--- config.mk ---
export PLATFORM = sky130hd
export DESIGN_NAME = uart_rx_fifo
export DESIGN_NICKNAME = d
export VERILOG_FILES = /design/src/rtl/uart_rx_fifo.sv
export SDC_FILE = /design/constraint.sdc
export NUM_CORES = 1
export LEC_CHECK = 0
export CAP_MARGIN = 25
export CORE_MARGIN = 2
export CORE_UTILIZATION = 40
export DETAILED_ROUTE_END_ITERATION = 8
export PLACE_DENSITY = 0.63
export SKIP_LAST_GASP = 1
export SLEW_MARGIN = 5
export SYNTH_ARGS = -nofsm -noshare
export SYNTH_HDL_FRONTEND = slang
export SYNTH_SLANG_ARGS = --single-unit
export TNS_END_PERCENT = 30
--- constraint.sdc ---
create_clock -name iCE_CLK -period 2.79 [get_ports iCE_CLK]
set_input_delay 0.279 -clock iCE_CLK [delete_from_list [all_inputs] [get_ports iCE_CLK]]
set_output_delay 0.279 -clock iCE_CLK [all_outputs]
set_load 0.03 [all_outputs]
--- src/rtl/uart_rx_fifo.sv ---
// UART receiver with first-word-fall-through receive FIFO and sticky overrun / pulsed error flags.
// Optional parity bit checking is built when the macro UART_RX_PARITY_EN is defined.
module uart_rx_fifo #(
    parameter int CLK_HZ     = 12000000,
    parameter int BAUD       = 9600,
    parameter int DATA_BITS  = 8,
    parameter int FIFO_DEPTH = 16
`ifdef UART_RX_PARITY_EN
    , parameter bit PARITY_ODD = 1'b0
`endif
) (
    input  logic                          iCE_CLK,
    input  logic                          rst_n,
    input  logic                          RX,
    input  logic                          rd_en,
    input  logic                          clr_err,
    output logic [DATA_BITS-1:0]          rx_byte,
    output logic                          rx_valid,
    output logic                          fifo_full,
    output logic [$clog2(FIFO_DEPTH):0]   fifo_count,
    output logic                          overrun,
    output logic                          frame_err,
    output logic                          parity_err
);

    localparam int CPB  = CLK_HZ / BAUD;
    localparam int HALF = CPB / 2;
    localparam int BW   = $clog2(CPB);
    localparam int NW   = $clog2(DATA_BITS);
    localparam int PW   = $clog2(FIFO_DEPTH);
    localparam int CW   = PW + 1;

    typedef enum logic [2:0] {
        IDLE   = 3'd0,
        START  = 3'd1,
        DATA   = 3'd2,
`ifdef UART_RX_PARITY_EN
        PARITY = 3'd3,
`endif
        STOP   = 3'd4
    } state_t;

    state_t               state_r, state_nxt_s;
    logic                 rx_meta_r, rx_sync_r, rx_prev_r;
    logic [BW-1:0]        baud_r, baud_nxt_s;
    logic [NW-1:0]        bit_r, bit_nxt_s;
    logic [DATA_BITS-1:0] shift_r, shift_nxt_s;
    logic                 push_s, frame_err_s, parity_err_s;
    logic                 push_r, frame_err_r, parity_err_r;
    logic [DATA_BITS-1:0] push_data_r;
    logic                 baud_last_s;
`ifdef UART_RX_PARITY_EN
    logic                 par_bit_r, par_bit_nxt_s;

    function automatic logic parity_calc(input logic [DATA_BITS-1:0] d);
        return ^d;
    endfunction
`endif

    // Two-flop synchroniser plus one history flop for start-edge detection
    always_ff @(posedge iCE_CLK or negedge rst_n) begin
        if (!rst_n) begin
            {rx_meta_r, rx_sync_r, rx_prev_r} <= 3'b111;
        end else begin
            {rx_meta_r, rx_sync_r, rx_prev_r} <= {RX, rx_meta_r, rx_sync_r};
        end
    end

    assign baud_last_s = (baud_r == BW'(CPB - 1));

    // Frame FSM next-state, bit/baud counting and end-of-frame verdict
    always_comb begin
        state_nxt_s  = state_r;
        baud_nxt_s   = baud_r + 1'b1;
        bit_nxt_s    = bit_r;
        shift_nxt_s  = shift_r;
        push_s       = 1'b0;
        frame_err_s  = 1'b0;
        parity_err_s = 1'b0;
`ifdef UART_RX_PARITY_EN
        par_bit_nxt_s = par_bit_r;
`endif
        case (state_r)
            IDLE: begin
                baud_nxt_s = '0;
                if (rx_prev_r && !rx_sync_r) begin
                    state_nxt_s = START;
                end else begin
                    state_nxt_s = IDLE;
                end
            end
            START: begin
                if (baud_r == BW'(HALF)) begin
                    baud_nxt_s  = '0;
                    bit_nxt_s   = '0;
                    state_nxt_s = rx_sync_r ? IDLE : DATA;
                end else begin
                    state_nxt_s = START;
                end
            end
            DATA: begin
                if (baud_last_s) begin
                    baud_nxt_s  = '0;
                    shift_nxt_s = {rx_sync_r, shift_r[DATA_BITS-1:1]};
                    bit_nxt_s   = bit_r + 1'b1;
                    if (bit_r == NW'(DATA_BITS - 1)) begin
`ifdef UART_RX_PARITY_EN
                        state_nxt_s = PARITY;
`else
                        state_nxt_s = STOP;
`endif
                    end else begin
                        state_nxt_s = DATA;
                    end
                end else begin
                    state_nxt_s = DATA;
                end
            end
`ifdef UART_RX_PARITY_EN
            PARITY: begin
                if (baud_last_s) begin
                    baud_nxt_s    = '0;
                    par_bit_nxt_s = rx_sync_r;
                    state_nxt_s   = STOP;
                end else begin
                    state_nxt_s = PARITY;
                end
            end
`endif
            STOP: begin
                if (baud_last_s) begin
                    baud_nxt_s  = '0;
                    state_nxt_s = IDLE;
                    if (!rx_sync_r) begin
                        frame_err_s = 1'b1;
`ifdef UART_RX_PARITY_EN
                    end else if (parity_calc(shift_r) ^ par_bit_r ^ PARITY_ODD) begin
                        parity_err_s = 1'b1;
`endif
                    end else begin
                        push_s = 1'b1;
                    end
                end else begin
                    state_nxt_s = STOP;
                end
            end
            default: begin
                baud_nxt_s  = '0;
                state_nxt_s = IDLE;
            end
        endcase
    end

    // Frame FSM state and registered push request / error pulses
    always_ff @(posedge iCE_CLK or negedge rst_n) begin
        if (!rst_n) begin
            state_r      <= IDLE;
            baud_r       <= '0;
            bit_r        <= '0;
            shift_r      <= '0;
            push_r       <= 1'b0;
            push_data_r  <= '0;
            frame_err_r  <= 1'b0;
            parity_err_r <= 1'b0;
`ifdef UART_RX_PARITY_EN
            par_bit_r    <= 1'b0;
`endif
        end else begin
            state_r      <= state_nxt_s;
            baud_r       <= baud_nxt_s;
            bit_r        <= bit_nxt_s;
            shift_r      <= shift_nxt_s;
            push_r       <= push_s;
            push_data_r  <= shift_r;
            frame_err_r  <= frame_err_s;
            parity_err_r <= parity_err_s;
`ifdef UART_RX_PARITY_EN
            par_bit_r    <= par_bit_nxt_s;
`endif
        end
    end

    logic [DATA_BITS-1:0] mem_r [FIFO_DEPTH];
    logic [PW-1:0]        wr_ptr_r, rd_ptr_r, rd_next_s;
    logic [CW-1:0]        count_r, count_nxt_s;
    logic [DATA_BITS-1:0] rx_byte_r, head_nxt_s;
    logic                 rx_valid_r, fifo_full_r, overrun_r;
    logic                 pop_s, wr_s, drop_s;

    // FIFO accounting; the head word is precomputed so rx_byte comes straight from a flop
    always_comb begin
        pop_s     = rd_en && rx_valid_r;
        wr_s      = push_r && (!fifo_full_r || pop_s);
        drop_s    = push_r && fifo_full_r && !pop_s;
        rd_next_s = rd_ptr_r + 1'b1;
        case ({wr_s, pop_s})
            2'b10:   count_nxt_s = count_r + 1'b1;
            2'b01:   count_nxt_s = count_r - 1'b1;
            default: count_nxt_s = count_r;
        endcase
        if (wr_s && ((count_r == CW'(0)) || (pop_s && (count_r == CW'(1))))) begin
            head_nxt_s = push_data_r;
        end else if (pop_s && (count_r > CW'(1))) begin
            head_nxt_s = mem_r[rd_next_s];
        end else if (pop_s) begin
            head_nxt_s = '0;
        end else begin
            head_nxt_s = rx_byte_r;
        end
    end

    // FIFO storage array
    always_ff @(posedge iCE_CLK) begin
        if (wr_s) begin
            mem_r[wr_ptr_r] <= push_data_r;
        end
    end

    // FIFO pointers, count, registered status and sticky overrun
    always_ff @(posedge iCE_CLK or negedge rst_n) begin
        if (!rst_n) begin
            wr_ptr_r    <= '0;
            rd_ptr_r    <= '0;
            count_r     <= '0;
            rx_byte_r   <= '0;
            rx_valid_r  <= 1'b0;
            fifo_full_r <= 1'b0;
            overrun_r   <= 1'b0;
        end else begin
            if (wr_s) begin
                wr_ptr_r <= wr_ptr_r + 1'b1;
            end
            if (pop_s) begin
                rd_ptr_r <= rd_next_s;
            end
            count_r     <= count_nxt_s;
            rx_byte_r   <= head_nxt_s;
            rx_valid_r  <= (count_nxt_s != CW'(0));
            fifo_full_r <= (count_nxt_s == CW'(FIFO_DEPTH));
            if (drop_s) begin
                overrun_r <= 1'b1;
            end else if (clr_err) begin
                overrun_r <= 1'b0;
            end
        end
    end

    assign rx_byte    = rx_byte_r;
    assign rx_valid   = rx_valid_r;
    assign fifo_full  = fifo_full_r;
    assign fifo_count = count_r;
    assign overrun    = overrun_r;
    assign frame_err  = frame_err_r;
`ifdef UART_RX_PARITY_EN
    assign parity_err = parity_err_r;
`else
    assign parity_err = 1'b0;
`endif

endmodule

==> run_results.csv, run 1 <==
group,metric,value,unit
run_status,status,"complete, no violations",
pwr,p_leak,0.00361,uW
final_layout,diodes,0,
floorplan,start_util,41.1,%
global_routing,grt_start_max_net_pins,36,
setup_path,endpoint_kind,"register",
setup_path,critical_path_buf_inv_count,1,
final_layout,drive_gt1_share,16.4,%
clock_network,worstSkewPairLatency,430,ps
floorplan,io_pins,23,
routing,dr_total_vias,4253,
final_layout,fin_nets,566,
setup_path,crit_family,"simple AND/OR/NAND/NOR gates",
yosys,synth_fp_nets,530,
global_routing,grtUsageTotal,15.8,%
clock_network,clkTransAtPathRegs,70,ps
place,dpl.hpwl,10200,um
sta,finalSetupTns,0,ps
setup_path,start_kind,"register",
routing,drc,0,
yosys,synth_compound_area_share,3.91,%
global_routing,grt_pass1_wl,24000,um
sta,holdWs,253,ps
yosys,ys_ff_latch,190,
global_routing,grt_pass1_vias,4270,
sta,period_share,80.2,%
yosys,synth_area,7770,um2
sta,rsz0062_at_grt,"no",
routing,wl_per_cell,18.5,um
yosys,synthXorXnorAreaFrac,2.03,%
setup_path,crit_arrival,2560,ps
final_layout,layout_common_cells,"edfxtp_1 (128), nand2_1 (66), dfrtp_1 (58)",
routing,drt_pre_antenna_iters,5,
setup_path,cp_slowest_stage_delay,490,ps
yosys,synth_top_family_by_area,"simple AND/OR/NAND/NOR gates",
clock_network,cts.sinks,190,
setup_path,slowest_stage,"or4b_4",
yosys,synth_cell_type_count,46,
final_layout,area_growth,14.5,%
yosys,yosys_warnings,0,
final_layout,final_area,8900,um2
worst_hold_path,min_path_type,"primary input to register",
yosys,synthAdderAreaFrac,2.25,%
sta,setup_viol,0,
yosys,async_flop_share,32.6,%
routing,vias_per_cell,5.19,
yosys,postSynthAreaPerCell,15.2,um2
floorplan,die_area,20600,um2
yosys,synth-simple-area-share,10.4,%
clock_network,clockRootBuffer,"clkbuf_16",
setup_path,crit_path_cell_trace,"inv_1 > ha_1 > or4b_4 > nor4b_4 > and3_1 > a31oi_1 > mux2_2",
place,gp_congestion,0.782,
setup_path,cp.required,3110,ps
sta,maxSlewViolCount,0,
final_layout,final_common_cell,"edfxtp_1",
yosys,muxShareOfSynthArea,10.1,%
sta,slew_headroom,54.5,%
routing,first_iter_violations,301,
yosys,synth-main-ff-cell,"edfxtp_1",
yosys,synthCells,511,
pwr,vdd_drop_max,0.000536,V
clock_network,post_cts_resized,0,
flow_run,maxCapViolCount,0,
yosys,synth_edf_count,128,
sta,hold_violations,0,
clock_network,cts_tree,"done",
sta,tightest_slew,677,ps
floorplan,die_w,143,um
yosys,yosysSeqAreaShare,69.5,%
global_routing,antenna_found_initial,0,
global_routing,grt-ovfl-total,0,
routing,finalWirelength,15200,um
sta,fmaxAchievable,447,MHz
clock_network,cts_setup_buffers,0,
clock_network,numCtsBuffers,17,
clock_network,htreeDepth,4,
place,io_buffers,21,
floorplan,rows,50,
setup_path,cp_max_fo,7,
floorplan,fp.coreArea,18900,um2
pwr,powerDensity,861,nW/um2
floorplan,die_h,143,um
sta,finClkSkew,14.1,ps
routing,ant_nets,0,
place,dpl_cell_area,8340,um2
setup_path,critPathKind,"register to register",
clock_network,clk_path_buf_depth,2,
sta,post-route-min-period,2240,ps
==> Yosys cell counts (all sizes together), types with 3 or more instances <==
cell	instances	area [um2]
a21oi	15	75.1
xnor2	12	105
nand4	3	18.8
a22o	3	26.3
clkbuf	8	30.0
xor2	6	52.6
buf	10	50.1
o22ai	16	100
ha	14	175
edfxtp	128	3840
o21ai	6	30.0
inv	15	56.3
and2	16	100
and3	5	31.3
nand2	66	248
nor3	7	35.0
mux2	4	45.0
nand3	18	90.1
nor2	33	124
dfrtp	59	1480
dfstp	3	78.8
mux4	32	721
nor2b	6	37.5
==> final cells by class <==
type	count	area [um2]
inverters	16	60.1
clock buffers	17	425
clock inverters	15	126
repair buffers	35	325
multi-input cells	287	2230
flip-flops and latches	190	5400
well taps	260	325
fillers	1656	10000
==> final timing paths <==
| path | start | to | slack [ps] | depth (start not counted) |
|---|---|---|---|---|
| worst min register to register | rx_meta_r$_DFF_PN1_ | rx_sync_r$_DFF_PN1_ | 360 | 0 |
| max in group asynchronous | rst_n | rd_ptr_r[0]$_DFFE_PN0P_ | 1620 | 3 |
| worst max register to register | baud_r[1]$_DFF_PN0_ | bit_r[0]$_DFFE_PN0P_ | 550 | 7 |
| worst min-delay path | RX | rx_meta_r$_DFF_PN1_ | 250 | 1 |
| min in group asynchronous | rst_n | push_data_r[7]$_DFF_PN0_ | 380 | 2 |
| worst max-delay path | baud_r[1]$_DFF_PN0_ | bit_r[0]$_DFFE_PN0P_ | 550 | 7 |
==> state kept, by name, summed over array words and instances (netlist names), 3 cells and up <==
signal / flops
baud_r: 11
bit_r: 3
fifo_count: 5
mem_r: 128
push_data_r: 8
rd_ptr_r: 4
rx_byte: 8
shift_r: 8
state_r: 3
wr_ptr_r: 4
==> through the flow <==
step | setup WS [ps] | util [%] | cells | total power [uW]
3_5_place_dp | 286 | 44.1 | 787 | 5480
3_3_place_gp | 348 | 44.1 | 787 | 5430
5_1_grt | 381 | 47.1 | 820 | 8020
4_1_cts | 528 | 47.1 | 820 | 7730
2_1_floorplan | 293 | - | 511 | 4760
6_report | 552 | 47.1 | 820 | 7660
==> power by group <==
part	switching [uW]	total (uW)	internal (uW)
registers	212	3340	3130
clock network	1080	2250	1170
logic	1200	2060	865
total	2490	7660	5170
==> routing by layer <==
| layer | routed length [um] | up-vias | share of wire [%] | global-route usage [%] |
|---|---|---|---|---|
| li1 | - | 1968 | - | - |
| met1 | 6700 | 2160 | 44 | 20.8 |
| met2 | 7680 | 113 | 51 | 26.2 |
| met3 | 659 | 12 | 4.3 | 3.60 |
| met4 | 155 | 0 | 1.0 | 4.54 |
| met5 | 0 | - | 0 | 0 |
==> cell families (layout without fill, tap and decap cells) <==
group	after synthesis	after routing
AOI/OAI and AO/OA	49	49
xor gates and xnor gates	18	18
adders and majority gates	14	14
buffers and inverters	34	83
DFF	190	190
muxes	38	38
other	1	1
and+or+nand+nor	167	167
==> timing repair <==
action / CTS / global route
endpoints found under the hold margin: 22 / 0
hold buffers: 1 / 0
endpoints found under the setup margin: 0 / 0
(Power assumes the default switching activity.)
==> run 2, diff against run 1 <==
==> constraint.sdc (replaced) <==
create_clock -name iCE_CLK -period 2.2 [get_ports iCE_CLK]
set_input_delay 0.22 -clock iCE_CLK [delete_from_list [all_inputs] [get_ports iCE_CLK]]
set_output_delay 0.22 -clock iCE_CLK [all_outputs]
set_load 0.03 [all_outputs]
==> run_results.csv, run 2 (synthesis gave the netlist of run 1 again) <==
group,metric,value,unit
clock_network,worstSkewPairLatency,440,ps
pwr,switchingPower,3270,uW
sta,finClkSkew,10.2,ps
pwr,p_clk_share,30.0,%
sta,tightest_slew,677,ps
place,dpl.hpwl,10600,um
clock_network,clockRootBuffer,"clkbuf_16",
sta,setup_viol,0,
pwr,combPwrFrac,28.5,%
place,pre_cts_ws,-77.5,ps
final_layout,finish.utilization,49.6,%
final_layout,final_common_cell,"edfxtp_1",
final_layout,seqCellArea,5400,um2
floorplan,die_w,143,um
run_status,status,"complete, no violations",
setup_path,crit_arrival,2520,ps
final_layout,fin_nets,605,
final_layout,drive_gt1_share,22.7,%
floorplan,fp.coreArea,18900,um2
routing,vias_per_cell,5.12,
routing,first_iter_violations,306,
pwr,vdd_drop_max,0.000567,V
pwr,power_frac_seq,41.5,%
setup_path,start_kind,"register",
clock_network,cts_setup_buffers,0,
pwr,p_int,6850,uW
sta,fmaxAchievable,455,MHz
setup_path,cp_max_fo,4,
sta,rsz0062_at_grt,"yes",
sta,slew_headroom,54.8,%
global_routing,antenna_found_initial,0,
setup_path,critPathKind,"register to register",
sta,period_share,100,%
routing,wl_per_cell,18.1,um
pwr,p_leak,0.00387,uW
clock_network,clk_path_buf_depth,2,
final_layout,largest_register_ffs,128,
place,gp_congestion,0.839,
floorplan,start_util,41.1,%
routing,dr_total_vias,4395,
final_layout,area_growth,20.5,%
floorplan,die_area,20600,um2
routing,finalWirelength,15600,um
final_layout,diodes,0,
final_layout,layout_common_cells,"edfxtp_1 (128), nand2_1 (65), dfrtp_1 (57)",
clock_network,htreeDepth,4,
global_routing,grt_pass1_wl,24700,um
sta,post-route-min-period,2200,ps
setup_path,endpoint_kind,"register",
global_routing,grt_start_max_net_pins,63,
global_routing,grt-ovfl-total,0,
setup_path,cp.required,2520,ps
routing,ant_nets,0,
global_routing,grtUsageTotal,16.3,%
clock_network,numCtsBuffers,17,
final_layout,nFillCells,1603,
sta,maxSlewViolCount,0,
worst_hold_path,min_path_type,"primary input to register",
clock_network,clkTransAtPathRegs,70,ps
final_layout,multi_input_area,2250,um2
pwr,swShare,32.3,%
clock_network,cts_tree,"done",
floorplan,die_h,143,um
clock_network,cts.sinks,190,
floorplan,io_pins,23,
routing,drt_pre_antenna_iters,4,
routing,drc,0,
sta,hold_violations,0,
place,io_buffers,21,
sta,timing.final.ws_setup,0.908,ps
flow_run,maxCapViolCount,0,
global_routing,grt_pass1_vias,4475,
floorplan,rows,50,
pwr,powerDensity,1080,nW/um2
final_layout,top_register,"mem_r",
final_layout,reg_top3,"mem_r: 128 flops, baud_r: 11 flops",
## run 2: worst paths after layout
check | cells after the start | slack (ps) | end | startpoint
max | 7 | 0.9 | bit_r[0]$_DFFE_PN0P_ | baud_r[1]$_DFF_PN0_
min | 1 | 180 | rx_meta_r$_DFF_PN1_ | RX
max reg2reg | 7 | 0.9 | bit_r[0]$_DFFE_PN0P_ | baud_r[1]$_DFF_PN0_
min reg2reg | 0 | 360 | rx_sync_r$_DFF_PN1_ | rx_meta_r$_DFF_PN1_
max in group asynchronous | 3 | 1550 | rx_sync_r$_DFF_PN1_ | rst_n
min in group asynchronous | 3 | 310 | rd_ptr_r[3]$_DFFE_PN0P_ | rst_n
## run 2: power groups by stage
| stage | registers, uW | logic [uW] | clock network [uW] |
|---|---|---|---|
| floorplan | 4400 | 1650 | 0 |
| global placement | 4260 | 2850 | 0 |
| detailed placement | 4280 | 2900 | 0 |
| CTS | 4210 | 2920 | 3120 |
| global route | 4230 | 3120 | 3260 |
| finish | 4200 | 2880 | 3040 |
## run 2: per-stage QoR
| step | TNS (ps) | hold WS [ps] | cell area (um2) | power (uW) | cells |
|---|---|---|---|---|---|
| after global placement | -59.1 | 243 | 8750 | 7110 | 826 |
| after global routing | -587 | 179 | 9370 | 10600 | 859 |
| after floorplan | 0 | -75.6 | 7780 | 6050 | 511 |
| final | 0 | 182 | 9370 | 10100 | 859 |
| after CTS | 0 | 165 | 9350 | 10200 | 859 |
| after detailed placement | -193 | 246 | 8750 | 7180 | 826 |
## run 2: timing repair
action | 4_1_cts | 5_1_grt
endpoints found under the hold margin | 59 | 0
setup endpoints to repair | 2 | 24
resized for setup | 1 | 2
cloned | 0 | 0
hold buffers | 1 | 0
## run 2: layout make-up
| class | count | area share (%) |
|---|---|---|
| Multi-Input combinational cell | 287 | 24.1 |
| Tap cell | 260 | 3.47 |
| Inverter | 16 | 0.655 |
| Timing Repair Buffer | 74 | 7.84 |
| Sequential cell | 190 | 57.7 |
| Clock inverter | 15 | 1.75 |
| Clock buffer | 17 | 4.54 |
## run 2: layer usage
metal	track usage, %	up-vias	routed length (um)
met5	0	-	0
met4	5.11	0	256
met3	3.70	18	673
met2	26.6	105	7700
met1	21.7	2219	6930
li1	-	2053	-
## run 2: worst max-delay path, cell delays in order (launching register included)
cell and delay [ps]:
dfrtp_1 400, inv_1 70, ha_1 130, or4b_4 500
nor4b_4 380, and3_1 230, a31oi_1 80, mux2_2 300
